[config.mk]
export PLATFORM = sky130hd
export DESIGN_NAME = fir_ss_ingress
export DESIGN_NICKNAME = d
export VERILOG_FILES = /design/src/rtl/fir_ss_ingress.sv
export SDC_FILE = /design/constraint.sdc
export NUM_CORES = 1
export LEC_CHECK = 0
export ABC_AREA = 1
export CAP_MARGIN = 5
export CORE_UTILIZATION = 34
export DETAILED_ROUTE_END_ITERATION = 10
export HOLD_SLACK_MARGIN = 0.06
export PLACE_DENSITY = 0.63
export SYNTH_ARGS = -nofsm -noshare
export SYNTH_HDL_FRONTEND = slang
export SYNTH_SLANG_ARGS = --single-unit
[constraint.sdc]
create_clock -name clk -period 3.1 [get_ports clk]
set_input_delay 0.62 -clock clk [delete_from_list [all_inputs] [get_ports clk]]
set_output_delay 0.62 -clock clk [all_outputs]
set_load 0.1 [all_outputs]
[src/rtl/fir_ss_ingress.sv]
// rtl/fir_ss_ingress.sv - AXI-Stream slave ingress for the FIR sample FIFO with length/tlast checking
module fir_ss_ingress #(
    parameter int WIDTH    = 32,
    parameter int LEN_BITS = 32
) (
    input  logic                clk,
    input  logic                reset,
    input  logic                ap_start,
    input  logic [LEN_BITS-1:0] data_length,
    input  logic                ss_tvalid,
    input  logic [WIDTH-1:0]    ss_tdata,
    input  logic                ss_tlast,
    output logic                ss_tready,
    input  logic                fifo_pre_full,
    output logic                fifo_w_valid,
    output logic [WIDTH-1:0]    fifo_data_in,
    output logic                busy,
    output logic                done,
    output logic [LEN_BITS-1:0] sample_cnt,
    output logic                tlast_err
);

    typedef enum logic [1:0] {
        S_IDLE = 2'd0,
        S_RUN  = 2'd1,
        S_DONE = 2'd2
    } state_t;

    state_t              state_q, state_d;
    logic [LEN_BITS-1:0] len_q;
    logic [LEN_BITS-1:0] cnt_q;
    logic                tready_q;
    logic                busy_q;
    logic                done_q;
    logic                err_q;

    logic xfer;
    logic last_beat;
    logic start_ok;

    assign xfer      = ss_tvalid & tready_q;
    assign last_beat = (cnt_q == len_q - LEN_BITS'(1));
    assign start_ok  = (state_q == S_IDLE) & ap_start;

    always_comb begin
        state_d = state_q;
        case (state_q)
            S_IDLE: begin
                if (ap_start) begin
                    state_d = (data_length == '0) ? S_DONE : S_RUN;
                end
            end
            S_RUN: begin
                if (xfer && last_beat) begin
                    state_d = S_DONE;
                end
            end
            S_DONE:  state_d = S_IDLE;
            default: state_d = S_IDLE;
        endcase
    end

    // tready is looked ahead from next state and the FIFO's post-cycle occupancy,
    // so the FIFO never sees a push while full and no comb path reaches ss_tready.
    always_ff @(posedge clk or negedge reset) begin
        if (!reset) begin
            state_q  <= S_IDLE;
            len_q    <= '0;
            cnt_q    <= '0;
            tready_q <= 1'b0;
            busy_q   <= 1'b0;
            done_q   <= 1'b0;
            err_q    <= 1'b0;
        end else begin
            state_q  <= state_d;
            tready_q <= (state_d == S_RUN) & ~fifo_pre_full;
            busy_q   <= (state_d == S_RUN);
            done_q   <= (state_d == S_DONE);
            if (start_ok) begin
                len_q <= data_length;
                cnt_q <= '0;
                err_q <= 1'b0;
            end else if (xfer) begin
                cnt_q <= cnt_q + LEN_BITS'(1);
                if (ss_tlast != last_beat) begin
                    err_q <= 1'b1;
                end
            end
        end
    end

    assign ss_tready    = tready_q;
    assign fifo_w_valid = xfer;
    assign fifo_data_in = ss_tdata;
    assign busy         = busy_q;
    assign done         = done_q;
    assign sample_cnt   = cnt_q;
    assign tlast_err    = err_q;

endmodule

# [Yosys cells after proc, flatten, opt, wreduce, memory -nomap -nowiden]
# Cells that the tools add are included.
[word_totals] ff_bits=70 latch_bits=0 ramBits=0 rom_bits=0 in_bits=70 output_inout_bits=69 wordCells=33 memories=0
[classes] addsub=2 n_mul=0 div_mod_pow=0 magnitude_cmp=0 eq_ne=5 shift=0 muxes=9 bitwise=4 reduce_logical=6
[op_table] cell="32-bit 2-to-1 mux" count=2
[op_table] cell="32-bit by 1-bit adder with 32-bit output (second input constant)" count=1
[op_table] cell="32-bit equality test" count=1
[op_table] cell="32-bit zero test" count=1
[op_table] cell="32-bit by 1-bit subtractor with 32-bit output (second input constant)" count=1
[op_table] cell="2-bit 2-to-1 mux" count=3
[op_table] cell="2-bit by 1-bit equality test with 1-bit output (second input constant)" count=2
[op_table] cell="2-bit one-hot mux with 2 select lines" count=1
[op_table] cell="2-bit nonzero test" count=2
[op_table] cell="1-bit AND" count=3
[op_table] cell="1-bit 2-to-1 mux" count=3
[op_table] cell="2-bit equality test (second input constant)" count=1
[op_table] cell="2-bit zero test" count=1
[op_table] cell="2-bit AND reduction" count=1
[op_table] cell="1-bit logical AND" count=1
[op_table] cell="1-bit inequality test" count=1
[op_table] cell="1-bit inverter" count=1

# [Logic depth before layout (Yosys ltp)]
# Gate-level depths: netlist of the first run.
[logic_depth] word_depth=7 depth_mapped=16 ltp_nobuf=16

# [Worst setup path after synthesis of the first run]
# Ideal clock, no wire load.
[synth_timing] path_kind="register -> register" startpoint="register tready_q (netlist: ss_tready)" endpoint="register cnt_q[19] (netlist: sample_cnt[19])" setup_time_ns=0.127 arrival_time_ns=2.779 required_ns=2.973 path_slack_ns=0.195 stages_incl_launch_ff=12 path_cell_list="dfrtp_1 -> nand2_2 -> inv_2 -> nand2_2 -> nor3_4 -> nand3_1 -> nor2_2 -> nand4_1 -> nor3_2 -> a21oi_1 -> a21oi_1 -> a21oi_1"
[synth_between] elab_chain_len=2
[synth_rtl] element="from (decl)" line_no="32" text="logic tready_q;"
[synth_rtl] element="from (signal assigned)" line_no="76" text="tready_q <= (state_d == S_RUN) & ~fifo_pre_full;"
[synth_rtl] element="1-bit AND" line_no="41" text="assign xfer = ss_tvalid & tready_q;"
[synth_rtl] element="net fifo_w_valid" line_no="15" text="output logic fifo_w_valid,"
[synth_rtl] element="2-bit nonzero test (no source line)"
[synth_rtl] element="to (signal assigned)" line_no="84" text="cnt_q <= cnt_q + LEN_BITS'(1);"
[synth_rtl] element="to (decl)" line_no="31" text="logic [LEN_BITS-1:0] cnt_q;"
# The timed path passes the listed nets, and every way through them passes these cells.
# A chain may end at the register's enable or synchronous reset.

# [Final worst setup path of the first run]
[layout_timing] startpoint="register len_q[0]" endpoint="register tready_q (netlist: ss_tready)"
[layout_between] elab_chain_len=7
[layout_rtl] element="from (decl)" line_no="30" text="logic [LEN_BITS-1:0] len_q;"
[layout_rtl] element="from (signal assigned)" line_no="80" text="len_q <= data_length;"
[layout_rtl] element="32-bit by 1-bit subtractor with 32-bit output" line_no="42" text="assign last_beat = (cnt_q == len_q - LEN_BITS'(1));"
[layout_rtl] element="32-bit equality test" line_no="42"
[layout_rtl] element="1-bit logical AND" line_no="54" text="if (xfer && last_beat) begin"
[layout_rtl] element="2-bit 2-to-1 mux" line_no="54"
[layout_rtl] element="2-bit one-hot mux with 2 select lines" line_no="47" text="case (state_q)"
[layout_rtl] element="2-bit by 1-bit equality test with 1-bit output" line_no="76"
[layout_rtl] element="1-bit AND" line_no="76"
# Every way passes these cells.

==> results of run 1 <==
-- metal layers --
metal | wire (um) | vias up
met5 | 0 | -
met4 | 316 | 0
met3 | 896 | 24
met2 | 7800 | 134
met1 | 7520 | 2496
li1 | - | 2652
-- power groups by stage --
stage | Combinational [W] | Sequential, W | Clock (W)
floorplan | 0.00136 | 0.00169 | 0
global placement | 0.00195 | 0.00143 | 0
detailed placement | 0.00196 | 0.00142 | 0
CTS | 0.00197 | 0.00141 | 0.00115
global route | 0.00219 | 0.00145 | 0.00120
finish | 0.00197 | 0.00141 | 0.00114
-- logic make-up (layout without fill, tap and decap cells) --
kind of cell             Yosys count  after routing  share of synthesized area [%]
AND/OR/NAND/NOR                  487            487                           40.9
XOR/XNOR                          37             37                           6.02
adder cells (fa/ha/maj)            2              2                          0.465
AO/OA/AOI/OAI                     74             74                           7.84
buffers and inverters            137            181                           12.2
flip-flops                        70             70                           32.6
-- registers in the layout, summed over array words and instances (netlist names) --
register,count
busy,1
done,1
len_q,32
sample_cnt,32
ss_tready,1
state_q,2
tlast_err,1
-- cells in the mapped netlist, types with 4 or more instances --
cell / n
o21ai_1: 4
buf_4: 32
nand2_2: 5
o21ai_0: 32
xor2_1: 27
nor2_1: 96
nor4_1: 19
nor3_1: 12
dfrtp_1: 70
nand4_1: 30
nor3_2: 4
nand2_1: 251
nor2_4: 5
a211oi_1: 4
a31oi_1: 4
nand3_1: 42
inv_1: 82
o31ai_1: 6
clkbuf_1: 14
a21oi_1: 17
xnor2_1: 10
nor2_2: 12
-- area by class of cell --
type                            count  area, um^2
Tap cell                          211         264
Multi-Input combinational cell    600        2970
Clock inverter                      5        82.6
Timing Repair Buffer               82         728
Sequential cell                    70        1750
Clock buffer                       10         239
Inverter                           84         315
Fill cell                        1623        8960
-- critical path, cell delays in order (launching register included) --
cell and delay (ps):
dfrtp_1 380, inv_1 150, ha_1 290, nand2_4 120, nor2_4 310, nand2_1 160
nor2_1 210, nand2_1 70, nand2_1 70, nand2_1 40, inv_1 60, nand2_1 40
nor2_1 90, nand3_1 140, o21ai_2 180, a21oi_1 80
-- per-stage QoR --
| step | util, % | power [W] | area (um^2) |
|---|---|---|---|
| finish | 41.5 | 0.00453 | 6350 |
| floorplan | - | 0.00305 | 5380 |
| global route | 41.5 | 0.00484 | 6350 |
| global placement | 39.4 | 0.00337 | 6030 |
| CTS | 41.5 | 0.00454 | 6350 |
| detailed placement | 39.4 | 0.00339 | 6030 |
-- worst paths after layout --
| path | from | to | slack, ps | cells past startpoint |
|---|---|---|---|---|
| worst max-delay path | len_q[0] | ss_tready | 570 | 15 |
| worst min-delay path | reset | len_q[3] | 400 | 1 |
| worst max register to register | len_q[0] | ss_tready | 570 | 15 |
| worst min register to register | len_q[31] | len_q[31] | 500 | 2 |
| max in group asynchronous | reset | sample_cnt[28] | 1960 | 2 |
| min in group clk | len_q[31] | len_q[31] | 500 | 2 |
-- placed cells by master, fill, tap and decap left out, drive strengths merged --
cell type and n:
inv 84, buf 46, nor2 113, o21a 1
a21oi 18, clkinv 3, nor4 20, dfrtp 70
nor3b 2, clkdlybuf4s50 36, nand4 30, nor3 17
nand3b 3, nand3 44, bufinv 2, a211oi 4
a31oi 4, xor2 27, ha 2, o31ai 6
o21ai 38, o21bai 3, clkbuf 10, nand2 258
xnor2 10
==> qor.txt, run 1 <==
Status: complete, no violations
Placer Congestion: 0.906
Min cycle time layout: 2530 ps
Slew of the pin with the lowest slew margin: 905 ps
# resized after CTS: 0
Area delta synth->final: 18.1%
# IOs: 139
Synth async-reset ratio: 100%
Cts bufs inserted: 9
WL/cell: 15.6 um
Post-synthesis register bit count: 70
Worst EP arrival: 2750 ps
Comb power frac: 43.5%
Worst Hold Class: in2async
Seq/Total Area, Yosys: 32.6%
CTS Buffer Depth: 2
Top post-synthesis cells by area: dfrtp_1, nand2_1, nor2_1, inv_1, buf_4
Area leader, netlist: dfrtp_1
Max-cap violations: 0
RSZ-0062 raised after global routing: no
Slew Limit Fails: 0
CTS root buffer: clkbuf_16
GRT busiest layer: met2
Row cnt: 45
F_max: 0.396 GHz
Maximum vdd drop: 0.526 mV
Aggregate global-route resource usage: 21.4%
Yosys top cell area share: 32.6%
Die Wd: 128 um
Vias in the first global route: 4,969
H-tree levels: 3
Warnings from Yosys: 0
Critical path class: reg2reg
Seq pwr share: 31.2%
Grt ovf: 0
Setup TNS: 0 ps
IO buf count: 74
Antenna violations before repair: 0
Static Leak: 2.98 nW
Crit end category: flop
Syn_nets: 879
Vias after detailed routing: 5,306
Power per Cell Area: 713 mW/mm^2
Post-Route Skew: 10.0 ps
Clk sinks: 70
Worst-path maximum fanout: 12
Placed Cells: 1,047
Internal power: 0.00243 W
First-pass GRT wire length: 26,300 um
Post-synthesis instance total: 807
Drt pass-1 iters: 7
Fin. Hold Viols: 0
Synthesized area per cell: 6.67 um^2
Post-synth EDFFs: 0
Largest net degree at the start of global routing: 38
Non-filler instance count after layout: 1,062
Final ANT Viol Nets: 0
Die area: 0.0163 mm^2
# DRC: 0
ANT cells: 0
Post-Route WL: 16,500 um
Final setup margin: 574 ps
Hold Slack: 397 ps
Sw Pwr: 0.00210 W
Dominant synthesized flop cell: dfrtp_1
Clk pwr share: 25.3%
Clock Latency Late Sink: 350 ps
Met3 Usage GRT: 3.05%
Pre-CTS setup slack: 352 ps
Slew HR: 39.7%
Setup crit start kind: flop
Sw Ratio: 46.3%
Req. time, crit path: 3330 ps
Post-CTS Hold Buffers: 0
Number of distinct library cells after synthesis: 38
Die height: 128 um
Final worst path period share: 81.5%
1st-iter DRT viols: 376
Core Box Area: 0.0153 mm^2
Starting Density: 35.1%
Final #Nets: 919
Vias per inst: 5.00
GRT met2 Usage: 35.3%
CTS clock-pin slew for the worst setup and hold paths: 60 ps
Endpoints failing setup: 0
Cell Area, Synth: 0.00538 mm^2
GR met1 Demand/Resource: 28.2%
Share of layout cells above drive strength 1: 11.5%
Hpwl dp: 13,200 um
TritonCTS clock tree: built
Post-CTS setup buffer count: 0
Note: power is estimated with default switching activity, not from simulation.
==> run 2: changes to the inputs <==
--- a/config.mk
+++ b/config.mk
@@ -10,7 +10,7 @@
 export CORE_UTILIZATION = 34
 export DETAILED_ROUTE_END_ITERATION = 10
 export HOLD_SLACK_MARGIN = 0.06
-export PLACE_DENSITY = 0.63
+export PLACE_DENSITY = 0.65
 export SYNTH_ARGS = -nofsm -noshare
 export SYNTH_HDL_FRONTEND = slang
 export SYNTH_SLANG_ARGS = --single-unit
==> constraint.sdc (replaced) <==
create_clock -name clk -period 2.1 [get_ports clk]
set_input_delay 0.42 -clock clk [delete_from_list [all_inputs] [get_ports clk]]
set_output_delay 0.42 -clock clk [all_outputs]
set_load 0.1 [all_outputs]
==> run 2 against run 1 <==
Compared with the run above:
- the flow now finishes with violations (setup timing)
- first-iteration DRC count increased by 18%
- wire length grew 9.1%
- sequential cell count unchanged
- global-route usage grew 1.0 points
- critical path depth decreased by 2
- worst hold slack got worse by 320 ps
- cell count rose by 8.9%
- cell area increased by 18%
- utilization increased by 7.3 points
- maximum frequency increased by 14%
- clock power up 49%
- die area unchanged
- critical path type unchanged
- critical endpoint is now state_q[1]
==> qor.txt, run 2 (synthesis results as in run 1) <==
Status: finished with violations
Violated checks: setup timing
Largest net degree at the start of global routing: 71
Aggregate global-route resource usage: 22.4%
Max stage delay on crit path: 400 ps
WL/cell: 15.6 um
Vias per inst: 5.04
Startpoint of the worst register-to-register path: len_q[1]
Area delta synth->final: 38.8%
Worst Hold Class: in2async
Endpoints failing setup: 6
Reg-to-reg slack, setup: -110 ps
Row cnt: 45
Setup crit start kind: flop
Maximum vdd drop: 0.860 mV
CTS clock-pin slew for the worst setup and hold paths: 60 ps
IO buf count: 74
Total chip power: 0.00755 W
Vias in the first global route: 5,535
Dpl cell area: 0.00676 mm^2
Max-cap violations: 0
Static Leak: 3.52 nW
Post-Route WL: 18,000 um
Worst Path Buf+Inv: 2
Worst EP arrival: 2460 ps
Final setup margin: -111 ps
Min cycle time layout: 2210 ps
Drt pass-1 iters: 5
Slew of the pin with the lowest slew margin: 482 ps
Die Wd: 128 um
Final #Nets: 1,012
Design Area, Final: 0.00746 mm^2
Crit-path cells: buf_6 > nor2_4 > nand2_4 > nor2_4 > buf_6 > nand3_2 > nand2_1 > nand4_1 > nor2_1 > nand2_1 > nor2_2 > nand4_1 > o31ai_2
F_max: 0.452 GHz
Reg2reg end: state_q[1]
Slew HR: 67.6%
# DRC: 0
Starting Density: 35.1%
Die area: 0.0163 mm^2
Grt ovf: 0
RSZ-0062 raised after global routing: yes
Placed Cells: 1,126
Final ANT Viol Nets: 0
Post-CTS Hold Buffers: 0
Core Util, Final: 48.7%
Slew Limit Fails: 0
Clk sinks: 70
TritonCTS clock tree: built
Placer Congestion: 0.912
CTS Buffer Depth: 2
Final worst path period share: 105%
FF/Latch Area: 0.00180 mm^2
Commonest non-fill, non-tap cells in the layout: nand2_1, buf_4, nor2_1
Fillers: 1,536
Vias after detailed routing: 5,830
# IOs: 139
Antenna violations before repair: 0
Cts bufs inserted: 9
Hpwl dp: 13,700 um
Pre-CTS setup slack: -325 ps
Area of the multi-input gates: 0.00322 mm^2
Clock Latency Late Sink: 350 ps
Die height: 128 um
Post-Route Skew: 7.85 ps
Req. time, crit path: 2350 ps
Most common cell after layout, fill and taps aside: nand2_1
First-pass GRT wire length: 27,900 um
Fin. Hold Viols: 0
Crit end category: flop
H-tree levels: 3
CTS root buffer: clkbuf_16
Crit-path slowest cell: dfrtp_1
Worst-path maximum fanout: 7
Share of layout cells above drive strength 1: 28.1%
Non-filler instance count after layout: 1,156
Core Box Area: 0.0153 mm^2
Critical path class: reg2reg
Power per Cell Area: 1010 mW/mm^2
ANT cells: 0
Reg2Reg Depth: 13
Worst path top cell family by delay: simple AND/OR/NAND/NOR gates
1st-iter DRT viols: 442
==> run 2: cell types whose count changed in the layout (fill, tap and decap cells not counted), sizes merged <==
cell and change:
buf +93, dlymetal6s2s +1, clkdlybuf4s50 -1, clkinvlp +1
==> run 2: worst max path at each step <==
| stage | slack [ps] | startpoint | end | depth (start not counted) |
|---|---|---|---|---|
| 3_3_place_gp | -290 | ss_tvalid | sample_cnt[24] | 12 |
| 6_report | -110 | len_q[1] | state_q[1] | 13 |
| 5_1_grt | -220 | len_q[3] | done | 13 |
| 3_5_place_dp | -330 | ss_tvalid | sample_cnt[24] | 12 |
| 2_1_floorplan | -30 | sample_cnt[0] | sample_cnt[24] | 12 |
| 4_1_cts | -70 | len_q[3] | ss_tready | 13 |
==> run 2: cell type report <==
class | instances | area share (%)
repair buffers | 175 | 20.3
flip-flops and latches | 70 | 24.1
clock buffers | 10 | 3.20
well taps | 211 | 3.54
inverters | 84 | 4.39
clock inverters | 6 | 1.26
multi-input cells | 600 | 43.2
==> run 2: what timing repair did <==
action / CTS / global route
endpoints found under the setup margin: 7 / 17
buffers inserted: 5 / 9
resized for setup: 26 / 46
pin swaps: 19 / 33
==> run 2: routing by layer <==
metal | global-route usage (%) | wire length, um | vias up
met5 | 0 | 0 | -
met4 | 8.51 | 479 | 0
met3 | 5.34 | 1030 | 38
met2 | 36.6 | 8550 | 156
met1 | 28.6 | 7990 | 2784
li1 | - | - | 2852
==> run 2: worst reg2reg max path, cell delays in order, from the launching register on <==
cell,delay (ps)
dfrtp_1,400
buf_6,130
nor2_4,120
nand2_4,90
nor2_4,260
buf_6,160
nand3_2,60
nand2_1,100
nand4_1,110
nor2_1,170
nand2_1,80
nor2_2,150
nand4_1,170
o31ai_2,110
==> run 2: stage by stage <==
step	TNS (ps)	hold slack, ps
after floorplan	-25.9	124
after global placement	-3020	480
after detailed placement	-3580	482
after CTS	-194	115
after global routing	-1310	126
final	-507	81.4
==> run 2: power by group <==
group	total, W	switching [W]	internal, W
Clock	0.00170	0.000623	0.00108
Sequential	0.00206	0.000410	0.00165
Combinational	0.00379	0.00237	0.00142
